<file path="src/rtl/rvc_asap_dmem_arb_if.sv">
// Bus bundle between the two data-memory requesters, the arbiter and the SRAM.
// Port summary: core_* / ext_* request fields in, grant and response out;
//               mem_* drive the single-port SRAM, mem_rd_dat returns read data.
// The slave modport is the arbiter's view; master is the requester/SRAM view.
interface rvc_asap_dmem_arb_if #(
  parameter int unsigned DATA_W = 32,
  parameter int unsigned MEM_AW = 13
);
  // Core load/store path
  logic              core_req;
  logic              core_wr;
  logic [31:0]       core_addr;
  logic [DATA_W-1:0] core_wr_dat;
  logic [3:0]        core_byte_en;
  logic              core_gnt;
  logic              core_rd_vld;
  logic [DATA_W-1:0] core_rd_dat;
  logic              core_err;

  // External loader/debug path
  logic              ext_req;
  logic              ext_wr;
  logic [31:0]       ext_addr;
  logic [DATA_W-1:0] ext_wr_dat;
  logic [3:0]        ext_byte_en;
  logic              ext_gnt;
  logic              ext_rd_vld;
  logic [DATA_W-1:0] ext_rd_dat;
  logic              ext_err;

  // Synchronous SRAM
  logic              mem_en;
  logic              mem_wr;
  logic [MEM_AW-1:0] mem_addr;
  logic [DATA_W-1:0] mem_wr_dat;
  logic [3:0]        mem_byte_en;
  logic [DATA_W-1:0] mem_rd_dat;

  modport slave (
    input  core_req, core_wr, core_addr, core_wr_dat, core_byte_en,
    output core_gnt, core_rd_vld, core_rd_dat, core_err,
    input  ext_req, ext_wr, ext_addr, ext_wr_dat, ext_byte_en,
    output ext_gnt, ext_rd_vld, ext_rd_dat, ext_err,
    output mem_en, mem_wr, mem_addr, mem_wr_dat, mem_byte_en,
    input  mem_rd_dat
  );

  modport master (
    output core_req, core_wr, core_addr, core_wr_dat, core_byte_en,
    input  core_gnt, core_rd_vld, core_rd_dat, core_err,
    output ext_req, ext_wr, ext_addr, ext_wr_dat, ext_byte_en,
    input  ext_gnt, ext_rd_vld, ext_rd_dat, ext_err,
    input  mem_en, mem_wr, mem_addr, mem_wr_dat, mem_byte_en,
    output mem_rd_dat
  );
endinterface

</file>
<file path="src/rtl/rvc_asap_dmem_arb.sv">
// Data-memory arbiter: shares one synchronous SRAM between core and ext requesters,
// with range/alignment checking and a one-stage response pipeline.
// Ports: clk, rst_n (synchronous, active-low), bus (slave modport: requests,
//        grants, responses, SRAM drive). Latency: grant same cycle, response +1 cycle.
// Backpressure: loser of a contested cycle sees gnt=0 and must hold its request.
module rvc_asap_dmem_arb #(
  parameter int unsigned DATA_W     = 32,
  parameter logic [31:0] MEM_MSB    = 32'h0000_1FFF,
  parameter int unsigned MEM_AW     = 13,
  parameter int unsigned MAX_STARVE = 4
) (
  input  logic                  clk,
  input  logic                  rst_n,
  rvc_asap_dmem_arb_if.slave    bus
);

  typedef enum logic {
    OWN_CORE = 1'b0,
    OWN_EXT  = 1'b1
  } owner_e;

  logic [2:0] starve_q, starve_d;
  logic       rsp_vld_q, rsp_vld_d;
  owner_e     rsp_owner_q, rsp_owner_d;
  logic       rsp_err_q, rsp_err_d;
  logic       rsp_is_rd_q, rsp_is_rd_d;

  logic              both_req;
  logic              ext_forced;
  logic              core_gnt;
  logic              ext_gnt;
  logic              any_gnt;
  logic              sel_wr;
  logic [31:0]       sel_addr;
  logic [DATA_W-1:0] sel_wr_dat;
  logic [3:0]        sel_byte_en;
  logic              legal;
  logic              access;
  logic              rsp_live;
  logic [DATA_W-1:0] rsp_dat;

  // Arbitration, access checking and SRAM drive.
  always_comb begin
    both_req   = bus.core_req && bus.ext_req;
    // Ext only beats the core once it has lost MAX_STARVE contested cycles.
    ext_forced = both_req && (starve_q == 3'(MAX_STARVE));
    // Grants are suppressed while in reset so nothing is accepted then.
    core_gnt   = rst_n && bus.core_req && !ext_forced;
    ext_gnt    = rst_n && bus.ext_req && (!bus.core_req || ext_forced);
    any_gnt    = core_gnt || ext_gnt;

    sel_wr      = ext_gnt ? bus.ext_wr       : bus.core_wr;
    sel_addr    = ext_gnt ? bus.ext_addr     : bus.core_addr;
    sel_wr_dat  = ext_gnt ? bus.ext_wr_dat   : bus.core_wr_dat;
    sel_byte_en = ext_gnt ? bus.ext_byte_en  : bus.core_byte_en;

    legal  = (sel_addr <= MEM_MSB) && (sel_addr[1:0] == 2'b00);
    access = any_gnt && legal;

    // SRAM pins are zero whenever no legal access is in flight.
    bus.mem_en      = access;
    bus.mem_wr      = access && sel_wr;
    bus.mem_addr    = access ? sel_addr[MEM_AW-1:0] : '0;
    bus.mem_wr_dat  = access ? sel_wr_dat  : '0;
    bus.mem_byte_en = access ? sel_byte_en : '0;

    bus.core_gnt = core_gnt;
    bus.ext_gnt  = ext_gnt;

    // Starvation counter: clear on any ext win, count core wins over a
    // waiting ext (saturating), otherwise hold.
    starve_d = starve_q;
    if (ext_gnt) begin
      starve_d = '0;
    end else if (both_req && core_gnt && (starve_q != 3'(MAX_STARVE))) begin
      starve_d = starve_q + 3'd1;
    end

    rsp_vld_d   = any_gnt;
    rsp_owner_d = ext_gnt ? OWN_EXT : OWN_CORE;
    rsp_err_d   = any_gnt && !legal;
    rsp_is_rd_d = any_gnt && !sel_wr;
  end

  always_ff @(posedge clk) begin
    if (!rst_n) begin
      starve_q    <= '0;
      rsp_vld_q   <= 1'b0;
      rsp_owner_q <= OWN_CORE;
      rsp_err_q   <= 1'b0;
      rsp_is_rd_q <= 1'b0;
    end else begin
      starve_q    <= starve_d;
      rsp_vld_q   <= rsp_vld_d;
      rsp_owner_q <= rsp_owner_d;
      rsp_err_q   <= rsp_err_d;
      rsp_is_rd_q <= rsp_is_rd_d;
    end
  end

  // Response routing. Gating with rst_n drops a response whose grant happened
  // just before reset was asserted, before the pipeline register is cleared.
  always_comb begin
    rsp_live = rst_n && rsp_vld_q;
    rsp_dat  = (rsp_live && rsp_is_rd_q && !rsp_err_q) ? bus.mem_rd_dat : '0;

    bus.core_rd_vld = rsp_live && (rsp_owner_q == OWN_CORE);
    bus.core_err    = rsp_live && (rsp_owner_q == OWN_CORE) && rsp_err_q;
    bus.core_rd_dat = (rsp_owner_q == OWN_CORE) ? rsp_dat : '0;

    bus.ext_rd_vld  = rsp_live && (rsp_owner_q == OWN_EXT);
    bus.ext_err     = rsp_live && (rsp_owner_q == OWN_EXT) && rsp_err_q;
    bus.ext_rd_dat  = (rsp_owner_q == OWN_EXT) ? rsp_dat : '0;
  end

endmodule

</file>
<file path="src/flat_wrapper.sv">
// flat-port wrapper written by rule: the top's interface ports become plain ports
module rvc_asap_dmem_arb_flat 
#(
  parameter int unsigned DATA_W     = 32,
  parameter logic [31:0] MEM_MSB    = 32'h0000_1FFF,
  parameter int unsigned MEM_AW     = 13,
  parameter int unsigned MAX_STARVE = 4
)
  (clk, rst_n, bus_core_req, bus_core_wr, bus_core_addr, bus_core_wr_dat, bus_core_byte_en, bus_core_gnt, bus_core_rd_vld, bus_core_rd_dat, bus_core_err, bus_ext_req, bus_ext_wr, bus_ext_addr, bus_ext_wr_dat, bus_ext_byte_en, bus_ext_gnt, bus_ext_rd_vld, bus_ext_rd_dat, bus_ext_err, bus_mem_en, bus_mem_wr, bus_mem_addr, bus_mem_wr_dat, bus_mem_byte_en, bus_mem_rd_dat);
  rvc_asap_dmem_arb_if #(.DATA_W(DATA_W), .MEM_AW(MEM_AW)) bus_i ();
  input  logic clk;
  input  logic rst_n;
  input wire logic [$bits(bus_i.core_req)-1:0] bus_core_req;
  input wire logic [$bits(bus_i.core_wr)-1:0] bus_core_wr;
  input wire logic [$bits(bus_i.core_addr)-1:0] bus_core_addr;
  input wire logic [$bits(bus_i.core_wr_dat)-1:0] bus_core_wr_dat;
  input wire logic [$bits(bus_i.core_byte_en)-1:0] bus_core_byte_en;
  output wire logic [$bits(bus_i.core_gnt)-1:0] bus_core_gnt;
  output wire logic [$bits(bus_i.core_rd_vld)-1:0] bus_core_rd_vld;
  output wire logic [$bits(bus_i.core_rd_dat)-1:0] bus_core_rd_dat;
  output wire logic [$bits(bus_i.core_err)-1:0] bus_core_err;
  input wire logic [$bits(bus_i.ext_req)-1:0] bus_ext_req;
  input wire logic [$bits(bus_i.ext_wr)-1:0] bus_ext_wr;
  input wire logic [$bits(bus_i.ext_addr)-1:0] bus_ext_addr;
  input wire logic [$bits(bus_i.ext_wr_dat)-1:0] bus_ext_wr_dat;
  input wire logic [$bits(bus_i.ext_byte_en)-1:0] bus_ext_byte_en;
  output wire logic [$bits(bus_i.ext_gnt)-1:0] bus_ext_gnt;
  output wire logic [$bits(bus_i.ext_rd_vld)-1:0] bus_ext_rd_vld;
  output wire logic [$bits(bus_i.ext_rd_dat)-1:0] bus_ext_rd_dat;
  output wire logic [$bits(bus_i.ext_err)-1:0] bus_ext_err;
  output wire logic [$bits(bus_i.mem_en)-1:0] bus_mem_en;
  output wire logic [$bits(bus_i.mem_wr)-1:0] bus_mem_wr;
  output wire logic [$bits(bus_i.mem_addr)-1:0] bus_mem_addr;
  output wire logic [$bits(bus_i.mem_wr_dat)-1:0] bus_mem_wr_dat;
  output wire logic [$bits(bus_i.mem_byte_en)-1:0] bus_mem_byte_en;
  input wire logic [$bits(bus_i.mem_rd_dat)-1:0] bus_mem_rd_dat;
  assign bus_i.core_req = bus_core_req;
  assign bus_i.core_wr = bus_core_wr;
  assign bus_i.core_addr = bus_core_addr;
  assign bus_i.core_wr_dat = bus_core_wr_dat;
  assign bus_i.core_byte_en = bus_core_byte_en;
  assign bus_core_gnt = bus_i.core_gnt;
  assign bus_core_rd_vld = bus_i.core_rd_vld;
  assign bus_core_rd_dat = bus_i.core_rd_dat;
  assign bus_core_err = bus_i.core_err;
  assign bus_i.ext_req = bus_ext_req;
  assign bus_i.ext_wr = bus_ext_wr;
  assign bus_i.ext_addr = bus_ext_addr;
  assign bus_i.ext_wr_dat = bus_ext_wr_dat;
  assign bus_i.ext_byte_en = bus_ext_byte_en;
  assign bus_ext_gnt = bus_i.ext_gnt;
  assign bus_ext_rd_vld = bus_i.ext_rd_vld;
  assign bus_ext_rd_dat = bus_i.ext_rd_dat;
  assign bus_ext_err = bus_i.ext_err;
  assign bus_mem_en = bus_i.mem_en;
  assign bus_mem_wr = bus_i.mem_wr;
  assign bus_mem_addr = bus_i.mem_addr;
  assign bus_mem_wr_dat = bus_i.mem_wr_dat;
  assign bus_mem_byte_en = bus_i.mem_byte_en;
  assign bus_i.mem_rd_dat = bus_mem_rd_dat;
  rvc_asap_dmem_arb #(.DATA_W(DATA_W), .MEM_MSB(MEM_MSB), .MEM_AW(MEM_AW), .MAX_STARVE(MAX_STARVE)) u_core (.clk(clk), .rst_n(rst_n), .bus(bus_i));
endmodule
</file>
<file path="config.mk">
export PLATFORM = sky130hd
export DESIGN_NAME = rvc_asap_dmem_arb_flat
export DESIGN_NICKNAME = d
export VERILOG_FILES = /design/src/rtl/rvc_asap_dmem_arb_if.sv /design/src/rtl/rvc_asap_dmem_arb.sv /design/src/flat_wrapper.sv
export SDC_FILE = /design/constraint.sdc
export NUM_CORES = 1
export LEC_CHECK = 0
export CAP_MARGIN = 15
export CORE_AREA = 2 2 115 117
export CTS_BUF_LIST = sky130_fd_sc_hd__clkbuf_16
export CTS_CLUSTER_DIAMETER = 30
export DETAILED_ROUTE_END_ITERATION = 10
export DIE_AREA = 0 0 117 119
export PLACE_DENSITY = 0.54
export RECOVER_POWER = 25
export SYNTH_ARGS = -nofsm -noshare
export SYNTH_HDL_FRONTEND = slang
export SYNTH_SLANG_ARGS = --single-unit
</file>
<file path="constraint.sdc">
create_clock -name clk -period 2.1 [get_ports clk]
set_input_delay 0.21 -clock clk [delete_from_list [all_inputs] [get_ports clk]]
set_output_delay 0.21 -clock clk [all_outputs]
set_load 0.02 [all_outputs]
</file>
Word level (Yosys, flattened, before mapping)
Cells that the tools add are included.
- register bits: 7
- input bits: 174
- logic and storage cells: 51
- reductions and logical operators: 29
- add/subtract/negate cells: 1
- $lt $le $gt $ge: 1
- multiplexer cells: 11
- equal/unequal tests: 2
- bitwise gates (word level): 2
- operators with widths (operator ; count):
    two-way mux 32 bit ; 6
    <= comparator 32 x 13 -> 1 bit, second input constant ; 1
    logical AND 1 bit ; 20
    two-way mux 13 bit ; 1
    two-way mux 4 bit ; 2
    zero test 1 bit ; 5
    adder 3 x 1 -> 3 bit, second input constant ; 1
    equality test 3 bit, second input constant ; 1
    != test 3 bit, second input constant ; 1
    zero test 2 bit ; 1
    logical OR 1 bit ; 2
    two-way mux 1 bit ; 2
    NOT 1 bit ; 2
    OR reduction 2 bit ; 1

Logic depth before layout (Yosys ltp)
- word-level depth: 9
- gate-level depth with buffers: 8
- depth with buffers taken out: 6

Least setup slack after synthesis
No wires, ideal clock.
- path kind: register to output
- start: reg u_core.starve_q[0]
- end: out bus_mem_addr[2]
- slack: 0.206 ns
- arrival time: 1.684 ns
- stages on the path, launching flop included: 8
- cells stage by stage: dfxtp_1 > inv_1 > ha_1 > a21boi_2 > o211ai_1 > o22a_2 > buf_6 > nor3_2
- longest elaborated chain between the ends: 9
- ends and longest elaborated chain (what ; RTL line ; source):
    start: declaration ; rvc_asap_dmem_arb.sv:22 ; logic [2:0] starve_q, starve_d;
    start signal: assignment ; rvc_asap_dmem_arb.sv:93 ; starve_q <= starve_d;
    equality test 3 bit * ; rvc_asap_dmem_arb.sv:46 ; ext_forced = both_req && (starve_q == 3'(MAX_STARVE));
    logical AND 1 bit * ; rvc_asap_dmem_arb.sv:46 ;
    logical OR 1 bit ; rvc_asap_dmem_arb.sv:49 ; ext_gnt = rst_n && bus.ext_req && (!bus.core_req || ext_forced);
    logical AND 1 bit ; rvc_asap_dmem_arb.sv:49 ;
    two-way mux 32 bit ; rvc_asap_dmem_arb.sv:53 ; sel_addr = ext_gnt ? bus.ext_addr : bus.core_addr;
    <= comparator 32 x 13 -> 1 bit / zero test 2 bit (equally long branches) ; rvc_asap_dmem_arb.sv:57 ; legal = (sel_addr <= MEM_MSB) && (sel_addr[1:0] == 2'b00);
    logical AND 1 bit ; rvc_asap_dmem_arb.sv:57 ;
    logical AND 1 bit ; rvc_asap_dmem_arb.sv:58 ; access = any_gnt && legal;
    two-way mux 13 bit * ; rvc_asap_dmem_arb.sv:63 ; bus.mem_addr = access ? sel_addr[MEM_AW-1:0] : '0;
    end: declaration ; flat_wrapper.sv:33 ; output wire logic [$bits(bus_i.mem_addr)-1:0] bus_mem_addr;
Mark *: on every way between the ends. The rest lies on a longest branch, timed or not.

Worst setup path after layout
- start: reg u_core.starve_q[1]
- end: out bus_mem_addr[5]
The elaborated chain is that of the path after synthesis.

==> run_results.csv <==
group,metric,value,unit
timing,fmax,455,MHz
global_routing,grt_max_degree,34,
power,p_sw,0.295,mW
timing,hold_viol_final,0,
power,p_per_area,201,nW/um2
die,die_h,119,um
worst_setup_path,r2r-end,"u_core.rsp_is_rd_q$_SDFF_PN0_",
final_layout,multi_input_area,1870,um2
placed_design,dpl_cell_area,5230,um2
logic_synthesis,synth_area_leaders,"mux2i_1 24%, nor3_2 24%, and2_1 21%, dfxtp_1 7.1%, buf_6 3.4%",
worst_setup_path,critPathMaxFanout,7,
routing,met2WireLength,5810,um
worst_setup_path,crit_required,1.89,ns
power,finalPower,1.11,mW
routing,drt_iter0_markers,60,
final_layout,fin_area,5490,um2
logic_synthesis,yosysWarnings,0,
worst_setup_path,start_kind,"flop",
logic_synthesis,ys_seq_area_share,7.10,%
routing,wirelength,10900,um
final_layout,area_growth,178,%
clocking,htreeDepth,1,
routing,drtAntennaViolNets,0,
die,core.rowCount,42,
routing,viasPerCell,4.08,
placed_design,portBuffers,292,
logic_synthesis,synth_top_area_cell,"mux2i_1",
logic_synthesis,yosysTopAreaCellShare,24.3,%
timing,rsz0062_at_grt,"true",
routing,dr.pass1.iters,4,
status,status,"finished, violations left",
clocking,cts-root-buf,"clkbuf_16",
final_layout,layout_common_cells,"172 x clkdlybuf4s50_1, 68 x dlygate4sd2_1, 67 x and2_1, 66 x buf_4, 47 x nor3_2",
worst_hold_path,holdCritPathClass,"primary input to flop",
logic_synthesis,synth-edff-count,0,
global_routing,grt_pass1_wl,15800,um
timing,setup_ws,-0.0968,ns
logic_synthesis,ys_async_sr_fraction,0,%
power,peakVddDrop,185,uV
routing,wl_per_cell,14.8,um
logic_synthesis,netlist-cell-type-count,29,
final_layout,layout-drive-gt1-share,31.1,%
timing,period_minus_slack,2.20,ns
die,coreArea,12900,um2
routing,vias,2987,
worst_setup_path,crit_path_end_kind,"output pin",
global_routing,first_global_vias,3016,
clocking,cts_sinks,7,
worst_setup_path,timing.rr.start,"u_core.starve_q[1]$_SDFFE_PP0P_",
worst_hold_path,holdPathEnd,"u_core.rsp_owner_q$_SDFF_PN0_",
power,pwr-share-clk,29.8,%
logic_synthesis,synth_area,1970,um2
timing,skew,0.00128,ns
worst_hold_path,hold_start,"rst_n",
final_layout,nFillCells,1282,
final_layout,layout_commonest_cell,"clkdlybuf4s50_1",
timing,finalCritPeriodShare,105,%
power,leakage,2.36,nW
die,start_util,15.3,%
timing,drv_slew,0,
global_routing,track_usage,14.4,%
clocking,clk_latency,0.24,ns
power,p_sw_share,26.7,%
final_layout,final_cells,733,
worst_setup_path,crit_arrival,1.99,ns
final_layout,fin_nets,734,
logic_synthesis,syn_inst,246,
placed_design,gp_congestion,0.792,
worst_setup_path,worstRegToRegCells,10,
power,pwr-share-comb,57.3,%
die,die_w,117,um
worst_setup_path,critPathKind,"flop to output pin",
logic_synthesis,ys_ff_latch,7,
global_routing,grt-ovfl-total,0,
die,ioPinCount,295,
final_layout,diodes,0,
status,violations,"negative setup slack",
worst_hold_path,holdPathStages,4,
power,p_int,0.811,mW
global_routing,antenna_found_initial,0,
job,maxCapViolations,0,
placed_design,dp.cells,712,
final_layout,seqCellArea,143,um2
logic_synthesis,ys.flop_type,"dfxtp_1",
clocking,cts_buffers,3,
timing,setup_violations,44,
routing,drc,0,
worst_setup_path,reg2reg_slack,0.42,ns
placed_design,dp_hpwl,8710,um
logic_synthesis,avgSynthCellArea,8.03,um2
routing,top_layer_used,"met4",
die,dieArea,13900,um2
clocking,cts_buffer_depth,2,
clocking,cts_tree,"done",
routing,wirelength_met1,3870,um
clocking,clk_pin_slew_worst_paths,0.04,ns
power,seqPwrFrac,13.0,%
routing,wl_met3,1090,um
## synthesized netlist by cell type, drive strengths merged (2+ instances only)
cell	count
and2	67
nor3	50
mux2i	48
buf	14
nor2	11
clkbuf	10
nor4	8
dfxtp	7
nand2	5
inv	4
a21boi	3
o21ai	3
ha	2
nand2b	2
nand3	2
nand4	2
nand4b	2
## repair_timing
item,4_1_cts,5_1_grt
cloned,3,0
gates resized for setup,330,33
hold buffers,0,0
pin swaps,5,4
endpoints found under the setup margin,114,116
buffers inserted,8,9
## critical path, stage by stage (launching register included)
cell and delay [ns]:
dfxtp_2 0.33, inv_2 0.05, ha_4 0.17, a21boi_2 0.14, buf_4 0.14, nor2_4 0.04
buf_12 0.12, buf_12 0.13, buf_6 0.11, mux2i_4 0.17, nor3_2 0.17, buf_4 0.16
## cells by family (layout without fill, tap and decap cells)
kind of cell	after synthesis	count (layout)	synth area share (%)
AO/OA/AOI/OAI	10	10	3.80
adder cells (fa/ha/maj)	2	2	1.27
buffers and inverters	28	338	8.49
flip-flops	7	7	7.10
multiplexers	48	48	24.3
other	1	2	0.190
AND/OR/NAND/NOR	150	150	54.8
## power by group through the flow
| stage | sequential, mW | combinational [mW] | clock (mW) |
|---|---|---|---|
| 2_1_floorplan | 0.144 | 0.158 | 0 |
| 3_3_place_gp | 0.144 | 0.557 | 0 |
| 3_5_place_dp | 0.145 | 0.563 | 0 |
| 4_1_cts | 0.143 | 0.620 | 0.334 |
| 5_1_grt | 0.144 | 0.674 | 0.344 |
| 6_report | 0.143 | 0.633 | 0.329 |
## metal layers
metal	up-vias	global-route usage, %
met5	-	0
met4	0	2.13
met3	11	4.07
met2	172	28.5
met1	1325	15.0
li1	1479	-
## worst max path at each step
stage | startpoint | to
6_report | u_core.starve_q[1]$_SDFFE_PP0P_ | bus_mem_addr[5]
5_1_grt | u_core.starve_q[1]$_SDFFE_PP0P_ | bus_mem_addr[5]
4_1_cts | u_core.starve_q[1]$_SDFFE_PP0P_ | bus_mem_wr
3_5_place_dp | bus_core_addr[14] | bus_mem_wr_dat[5]
3_3_place_gp | bus_core_addr[14] | bus_mem_wr_dat[5]
2_1_floorplan | u_core.starve_q[0]$_SDFFE_PP0P_ | bus_mem_addr[2]
## area by class of cell
type,instances,share of cell area [%]
flip-flops and latches,7,2.60
clock inverters,1,0.0683
multi-input cells,212,34.1
clock buffers,3,1.37
inverters,4,0.273
repair buffers,330,57.6
well taps,176,4.01
## through the flow
step           TNS [ns]  hold slack (ns)  util, %  setup slack, ns
6_report          -2.03            0.427     42.7          -0.0968
5_1_grt           -5.56            0.459     42.7           -0.160
4_1_cts           -1.17            0.559     41.7           -0.128
3_5_place_dp     -35.75            0.578     40.6           -0.523
3_3_place_gp     -36.08            0.528     40.6           -0.549
2_1_floorplan         0            0.332        -            0.206
## state kept, by name, indices dropped and copies added (netlist names)
name and flops:
u_core.starve_q 3, u_core.rsp_err_q 1, u_core.rsp_is_rd_q 1, u_core.rsp_owner_q 1, u_core.rsp_vld_q 1
Power figures use the tool's default switching activity.
